`config.mk`:
```
export PLATFORM = sky130hd
export DESIGN_NAME = slt_iterative_cmp
export DESIGN_NICKNAME = d
export VERILOG_FILES = /design/src/rtl/slt_iterative_cmp.sv
export SDC_FILE = /design/constraint.sdc
export NUM_CORES = 1
export LEC_CHECK = 0
export ABC_AREA = 1
export CAP_MARGIN = 30
export CELL_PAD_IN_SITES_DETAIL_PLACEMENT = 1
export CELL_PAD_IN_SITES_GLOBAL_PLACEMENT = 1
export CORE_AREA = 8 8 196 105
export DETAILED_ROUTE_END_ITERATION = 6
export DIE_AREA = 0 0 204 113
export PLACE_DENSITY_LB_ADDON = 0.3
export SYNTH_ARGS = -nofsm -noshare
export SYNTH_HDL_FRONTEND = slang
export SYNTH_SLANG_ARGS = --single-unit
```
`constraint.sdc`:
```
create_clock -name clk -period 13.5 [get_ports clk]
set_input_delay 2.7 -clock clk [delete_from_list [all_inputs] [get_ports clk]]
set_output_delay 2.7 -clock clk [all_outputs]
set_load 0.005 [all_outputs]
```
`src/rtl/slt_iterative_cmp.sv`:
```
// slt_iterative_cmp: multi-cycle set-less-than comparator.
// Walks the operands CHUNK bits per cycle from the MSB chunk downwards and
// stops at the first chunk that differs. Signed mode is handled by flipping
// the sign bit at capture, so every chunk compare is a plain unsigned one.
module slt_iterative_cmp #(
  parameter int unsigned WIDTH = 64,
  parameter int unsigned CHUNK = 16
) (
  input  logic             clk,
  input  logic             rst,
  input  logic             start,
  input  logic [WIDTH-1:0] a,
  input  logic [WIDTH-1:0] b,
  input  logic             is_signed,
  output logic             busy,
  output logic             done,
  output logic [WIDTH-1:0] result,
  output logic             eq
);

  localparam int unsigned NCHUNK = WIDTH / CHUNK;
  localparam int unsigned IDXW   = (NCHUNK > 1) ? $clog2(NCHUNK) : 1;

  typedef enum logic {
    IDLE = 1'b0,
    RUN  = 1'b1
  } state_t;

  state_t            state, state_nx;
  logic [WIDTH-1:0]  a_q, b_q;
  logic [IDXW-1:0]   idx;
  logic              done_q, lt_q, eq_q;

  logic [CHUNK-1:0]  a_chunk, b_chunk;
  logic              chunk_lt, chunk_ne, last_chunk, decide;
  logic [WIDTH-1:0]  msb_flip;

  // Chunk selection and per-chunk decision
  always_comb begin
    a_chunk    = a_q[idx*CHUNK +: CHUNK];
    b_chunk    = b_q[idx*CHUNK +: CHUNK];
    chunk_lt   = (a_chunk < b_chunk);
    chunk_ne   = (a_chunk != b_chunk);
    last_chunk = (idx == '0);
    decide     = chunk_ne || last_chunk;
    msb_flip   = is_signed ? (WIDTH'(1) << (WIDTH-1)) : '0;
  end

  // State register
  always_ff @(posedge clk or posedge rst) begin
    if (rst) state <= IDLE;
    else     state <= state_nx;
  end

  // Next-state logic
  always_comb begin
    state_nx = state;
    unique case (state)
      IDLE: if (start)  state_nx = RUN;
      RUN:  if (decide) state_nx = IDLE;
      default:          state_nx = IDLE;
    endcase
  end

  // Operand capture, chunk walk and result registers
  always_ff @(posedge clk or posedge rst) begin
    if (rst) begin
      a_q    <= '0;
      b_q    <= '0;
      idx    <= '0;
      done_q <= 1'b0;
      lt_q   <= 1'b0;
      eq_q   <= 1'b0;
    end else begin
      done_q <= 1'b0;
      if (state == IDLE) begin
        if (start) begin
          // offset-binary: sign bit inverted so unsigned chunk compares order signed values
          a_q <= a ^ msb_flip;
          b_q <= b ^ msb_flip;
          idx <= IDXW'(NCHUNK - 1);
        end
      end else if (decide) begin
        done_q <= 1'b1;
        lt_q   <= chunk_lt;
        eq_q   <= ~chunk_ne;
      end else begin
        idx <= idx - 1'b1;
      end
    end
  end

  // Output decode
  always_comb begin
    busy   = (state == RUN);
    done   = done_q;
    result = WIDTH'(lt_q);
    eq     = eq_q;
  end

endmodule

```
# After elaboration in Yosys (flattened, before gate mapping)
# Cells that the tools add are included.
[totals] output_inout_bits=67 inputBits=132 wordCells=32 reg_bits=134
[classes] eq_ne=2 reduce_logical=6 shift=2 muxes=9 n_bitwise=4 add_sub_neg=1 magnitude_cmp=1
[ops] op="64-bit by 7-bit variable part select with 16-bit output" n=2
[ops] op="64-bit bitwise XOR" n=2
[ops] op="64-bit 2-to-1 mux" n=1
[ops] op="16-bit < comparator" n=1
[ops] op="16-bit != test" n=1
[ops] op="2-bit 2-to-1 mux" n=3
[ops] op="2-bit AND reduction" n=3
[ops] op="1-bit 2-to-1 mux" n=4
[ops] op="2-bit logical NOT" n=1
[ops] op="2-bit != test, second input constant" n=1
[ops] op="1-bit NOT" n=2
[ops] op="1-bit case mux with 2 select lines" n=1
[ops] op="2-bit nonzero test" n=1
[ops] op="2-bit by 1-bit subtractor with 2-bit output, second input constant" n=1
[ops] op="1-bit logical OR" n=1

# Logic depth before layout (Yosys ltp)
[logic_depth] depth_word=5 depth_mapped=16 mapped_depth_nobuf=14

# Worst setup path before layout
# No wires, ideal clock.
[synth_timing] path_type="input to register" start="input start" end="register b_q[16]" cell_stages=4 t_required_ns=13.375 t_arrival_ns=3.367 setup_slack_ns=10.008 setup_time_ns=0.125 path_buffers=2 cell_sequence="nand2_4 -> buf_12 -> buf_6 -> mux2_4"
[synth_via] elab_chain_len=1
[synth_lines] element="from (decl)" line_no="11" source="input logic start,"
[synth_lines] element="2-bit AND reduction (no line)"
[synth_lines] element="to (signal assigned)" line_no="80" source="b_q <= b ^ msb_flip;"
[synth_lines] element="to (decl)" line_no="30" source="logic [WIDTH-1:0] a_q, b_q;"
# No other way between the ends.
# A chain may end at the register's enable or synchronous reset.

# Worst setup path in the final report
[layout_timing] start="input start" end="register b_q[7]"
# The elaborated chain is that of the path after synthesis.

==> impl_results.html <==
<table>
<tr><th>Metric</th><th>Value</th></tr>
<tr><th colspan="2">Setup path</th></tr>
<tr><td>Crit Path Category</td><td>in2reg</td></tr>
<tr><td>Critical path data arrival time</td><td>between 5 and 6 ns</td></tr>
<tr><td>Worst-path maximum fanout</td><td>72</td></tr>
<tr><td>Required @ worst endpoint</td><td>roughly 14 ns</td></tr>
<tr><td>Endpoint kind of the worst setup timing path</td><td>flop</td></tr>
<tr><td>Launching element type of the critical path</td><td>primary input</td></tr>
<tr><th colspan="2">Clock tree</th></tr>
<tr><td>Count of cells resized by post-cts repair</td><td>0</td></tr>
<tr><td>Max Buffers Root-to-Sink</td><td>2</td></tr>
<tr><td>Clock H-tree levels</td><td>4</td></tr>
<tr><td>Clock root buffer master</td><td>clkbuf_16</td></tr>
<tr><td>Clock-pin slew on the worst setup and hold paths</td><td>roughly 0.05 ns</td></tr>
<tr><td>Setup repair bufs after CTS</td><td>0</td></tr>
<tr><td>Number of sinks driven by the clock tree</td><td>~130</td></tr>
<tr><td>TritonCTS clock tree</td><td>yes</td></tr>
<tr><td>Number of clock buffers inserted by TritonCTS</td><td>17</td></tr>
<tr><td>Quantity of hold-fixing buffers added after cts</td><td>0</td></tr>
<tr><td>Clock Latency Late Sink</td><td>0.42 ns</td></tr>
<tr><th colspan="2">Logic synthesis</th></tr>
<tr><td>Count of different cell masters after synthesis</td><td>27</td></tr>
<tr><td>Sequential-to-total area share from yosys stat</td><td>a little under half</td></tr>
<tr><td>Cell count after synthesis</td><td>around 630</td></tr>
<tr><td>Count of synthesis-stage warnings from yosys</td><td>0</td></tr>
<tr><td>Average cell area after synthesis</td><td>approximately 11 sq um</td></tr>
<tr><td>Netlist area before placement</td><td>approximately 7200 sq um</td></tr>
<tr><td>Synthesis-stage register bit count</td><td>134</td></tr>
<tr><th colspan="2">Pwr</th></tr>
<tr><td>Worst ir drop on vdd</td><td>98.1 uV</td></tr>
<tr><td>Sequential cell fraction of total power</td><td>roughly two fifths</td></tr>
<tr><td>Sw Share</td><td>roughly 27%</td></tr>
<tr><td>Pwr per Cell Area</td><td>~130 nW/um^2</td></tr>
<tr><td>Clock power share</td><td>36.5%</td></tr>
<tr><td>Leakage component of the power</td><td>approximately 4.1 nW</td></tr>
<tr><td>Sw power</td><td>323 uW</td></tr>
<tr><td>Total internal power</td><td>881 uW</td></tr>
<tr><td>Share of total power in combinational logic</td><td>approximately 22%</td></tr>
<tr><th colspan="2">Floorplanning</th></tr>
<tr><td>FP Rows</td><td>35</td></tr>
<tr><td>Core region area</td><td>17900 sq um</td></tr>
<tr><td>Starting utilization of the core area</td><td>between 40 and 50%</td></tr>
<tr><td>Top-level port count</td><td>around 200</td></tr>
<tr><td>Die height</td><td>113 um</td></tr>
<tr><td>Die Width</td><td>between 200 and 250 um</td></tr>
<tr><td>Total Die Area</td><td>about 23000 sq um</td></tr>
<tr><th colspan="2">Route</th></tr>
<tr><td>Total number of vias</td><td>4791</td></tr>
<tr><td>DR WL/cell</td><td>slightly below 20 um</td></tr>
<tr><td>Aggregate routed wire length</td><td>just under 20000 um</td></tr>
<tr><td>Vias per Instance</td><td>4.77</td></tr>
<tr><td>First-pass iteration count of the detailed router</td><td>4</td></tr>
<tr><td>Starting DRC count in detailed routing</td><td>165</td></tr>
<tr><td>Count of unresolved DRC violations after routing</td><td>0</td></tr>
<tr><td>Final ANT Viol Nets</td><td>0</td></tr>
<tr><th colspan="2">Global routing</th></tr>
<tr><td>Total grt overflow</td><td>0</td></tr>
<tr><td>Met2 Use GR</td><td>28.0%</td></tr>
<tr><td>Wire length of the first global-routing pass</td><td>roughly 31000 um</td></tr>
<tr><td>Pin count of the biggest net entering global routing</td><td>75</td></tr>
<tr><td>Global router's overall resource usage</td><td>roughly 17%</td></tr>
<tr><td>Vias in the first global route</td><td>~5500</td></tr>
<tr><td>Grt peak-use layer</td><td>met2</td></tr>
<tr><td>Met3 Use GR</td><td>approximately 5.5%</td></tr>
<tr><td>Met1 Resource Use GR</td><td>between 20% and 30%</td></tr>
<tr><td>Initial antenna violation count</td><td>3</td></tr>
<tr><th colspan="2">Timing</th></tr>
<tr><td>Final critical delay including setup and external delays</td><td>roughly 4.7 ns</td></tr>
<tr><td>Final count of pins violating max slew</td><td>0</td></tr>
<tr><td>Unrepaired setup endpoints after global routing</td><td>no</td></tr>
<tr><td>Worst slew margin</td><td>a little over a third</td></tr>
<tr><td>Worst Clk Skew</td><td>about 0.011 ns</td></tr>
<tr><td>Fin Setup TNS</td><td>0 ns</td></tr>
<tr><td>Number of setup violations in the final report</td><td>0</td></tr>
<tr><td>Actual transition at the worst max-transition pin</td><td>about 0.98 ns</td></tr>
<tr><td>Final worst path period share</td><td>a little over a third</td></tr>
<tr><td>Post-route worst setup slack</td><td>8.78 ns</td></tr>
<tr><td>Final hold vios</td><td>0</td></tr>
<tr><td>Top achievable clock speed</td><td>~210 MHz</td></tr>
<tr><th colspan="2">Worst hold path</th></tr>
<tr><td>Worst min path class</td><td>reg2reg</td></tr>
<tr><th colspan="2">Place</th></tr>
<tr><td>DP HPWL</td><td>13900 um</td></tr>
<tr><td>Dpl ws</td><td>between 8 and 9 ns</td></tr>
<tr><td>Gpl congestion</td><td>0.799</td></tr>
<tr><td>Buffers on Ports</td><td>135</td></tr>
<tr><td>Placed cell count</td><td>978</td></tr>
<tr><th colspan="2">Finish</th></tr>
<tr><td>Synthesis-to-layout area growth</td><td>24.8%</td></tr>
<tr><td>Share of cells above drive strength 1</td><td>between 20% and 30%</td></tr>
<tr><td>Final-stage net count</td><td>approximately 910</td></tr>
<tr><td>Utilization of the core after routing</td><td>approximately half</td></tr>
<tr><td>Final antenna diode count</td><td>0</td></tr>
<tr><td>Cell Count, Final, Fillers Out</td><td>roughly 1000</td></tr>
<tr><th colspan="2">Run status</th></tr>
<tr><td>Run status</td><td>complete, no violations</td></tr>
<tr><th colspan="2">Job</th></tr>
<tr><td>Max-cap viol count</td><td>0</td></tr>
</table>
==> layout make-up <==
cell class | count | area (sq um)
inverters | 21 | 83.8
clock buffers | 22 | 494
multi-input cells | 442 | 3220
well taps | 240 | 300
clock inverters | 5 | 50.0
repair buffers | 141 | 1430
flip-flops and latches | 134 | 3350
fillers | 1911 | 8930
==> cells by family after synthesis <==
logic type	synth area share, %
AOI/OAI and AO/OA	8.60
xor gates and xnor gates	0.245
adders and majority gates	2.97
buffers and inverters	11.5
DFF	46.8
muxes	22.4
other	0.0524
and+or+nand+nor	7.34
==> routing by layer <==
layer	up-vias	wire length [um]	share of wire, %
met3	13	1070	5.5
met2	106	9200	47
met1	2403	9020	47
li1	2263	-	-
met4	6	58	0.30
met5	-	41	0.21
==> state kept, by name, summed over array words and instances, names as in the netlist <==
signal and cells:
b_q 64, eq 1, a_q 64, lt_q 1, done 1, idx 2
busy 1
==> path summary, 6_finish.rpt <==
path | from | to | slack, ns | cells after the start
setup / recovery | start | b_q[7]$_DFFE_PP0P_ | 8.78 | 5
hold / removal | a_q[38]$_DFFE_PP0P_ | a_q[38]$_DFFE_PP0P_ | 0.50 | 1
setup reg to reg | idx[1]$_DFFE_PP0P_ | idx[1]$_DFFE_PP0P_ | 9.97 | 12
hold reg to reg | a_q[38]$_DFFE_PP0P_ | a_q[38]$_DFFE_PP0P_ | 0.50 | 1
max in group asynchronous | rst | idx[0]$_DFFE_PP0P_ | 9.31 | 3
min in group asynchronous | rst | a_q[50]$_DFFE_PP0P_ | 2.72 | 2
==> cell usage in the layout, fill, tap and decap left out <==
| cell | count |
|---|---|
| dfrtp_2 | 1 |
| conb_1 | 63 |
| a21o_1 | 1 |
| o21ai_0 | 53 |
| inv_2 | 3 |
| buf_12 | 1 |
| inv_1 | 17 |
| clkbuf_16 | 17 |
| clkinv_2 | 4 |
| nand2_1 | 60 |
| nand3_2 | 1 |
| dfrtp_1 | 133 |
| mux2_4 | 77 |
| mux2_2 | 40 |
| nor2_4 | 1 |
| nand2_8 | 1 |
| inv_6 | 1 |
| xnor2_1 | 2 |
| buf_16 | 1 |
| o21bai_1 | 1 |
| buf_4 | 4 |
| o21a_1 | 2 |
| a32o_1 | 7 |
| clkbuf_8 | 5 |
| nor2_1 | 68 |
| a21oi_1 | 30 |
| clkdlybuf4s50_1 | 135 |
| nand2_2 | 2 |
| bufinv_16 | 1 |
| o22ai_1 | 16 |
| ha_1 | 17 |
==> power groups by stage <==
stage,Combinational (mW),Sequential [mW],Clock [mW]
2_1_floorplan,0.203,0.488,0
3_3_place_gp,0.257,0.497,0
4_1_cts,0.274,0.495,0.449
5_1_grt,0.301,0.502,0.464
6_report,0.269,0.495,0.440
3_5_place_dp,0.269,0.501,0
==> cell usage after synthesis <==
master	count	share of area, %
dfrtp_1	134	47
mux2_4	77	16
buf_4	69	7.2
nor2_1	68	3.6
nand2_1	60	3.1
o21ai_0	53	3.7
mux2_2	40	6.3
a21oi_1	30	2.1
inv_1	19	1.0
ha_1	17	3.0
o22ai_1	16	1.4
buf_2	12	0.84
clkbuf_1	9	0.47
a32o_1	7	0.98
buf_8	7	1.5
inv_2	2	0.10
nand2_2	2	0.17
o21a_1	2	0.21
xnor2_1	2	0.24
a21o_1	1	0.10
buf_12	1	0.28
buf_6	1	0.16
conb_1	1	0.052
nand2_4	1	0.16
nand3_2	1	0.14
nor2_4	1	0.16
o21bai_1	1	0.10
==> stage by stage <==
step | hold WS, ns | area (sq um) | total power [mW]
global placement | 0.477 | 8340 | 0.754
detailed placement | 0.488 | 8390 | 0.770
global route | 0.521 | 8930 | 1.27
finish | 0.498 | 8930 | 1.20
floorplan | 0.450 | 7390 | 0.691
CTS | 0.501 | 8930 | 1.22
==> worst max-delay path: stages <==
cell             delay (ns)
clkdlybuf4s50_1        0.49
nand2_8                0.47
buf_4                  0.55
buf_16                 0.31
mux2_2                 0.37
(Power assumes the default switching activity.)
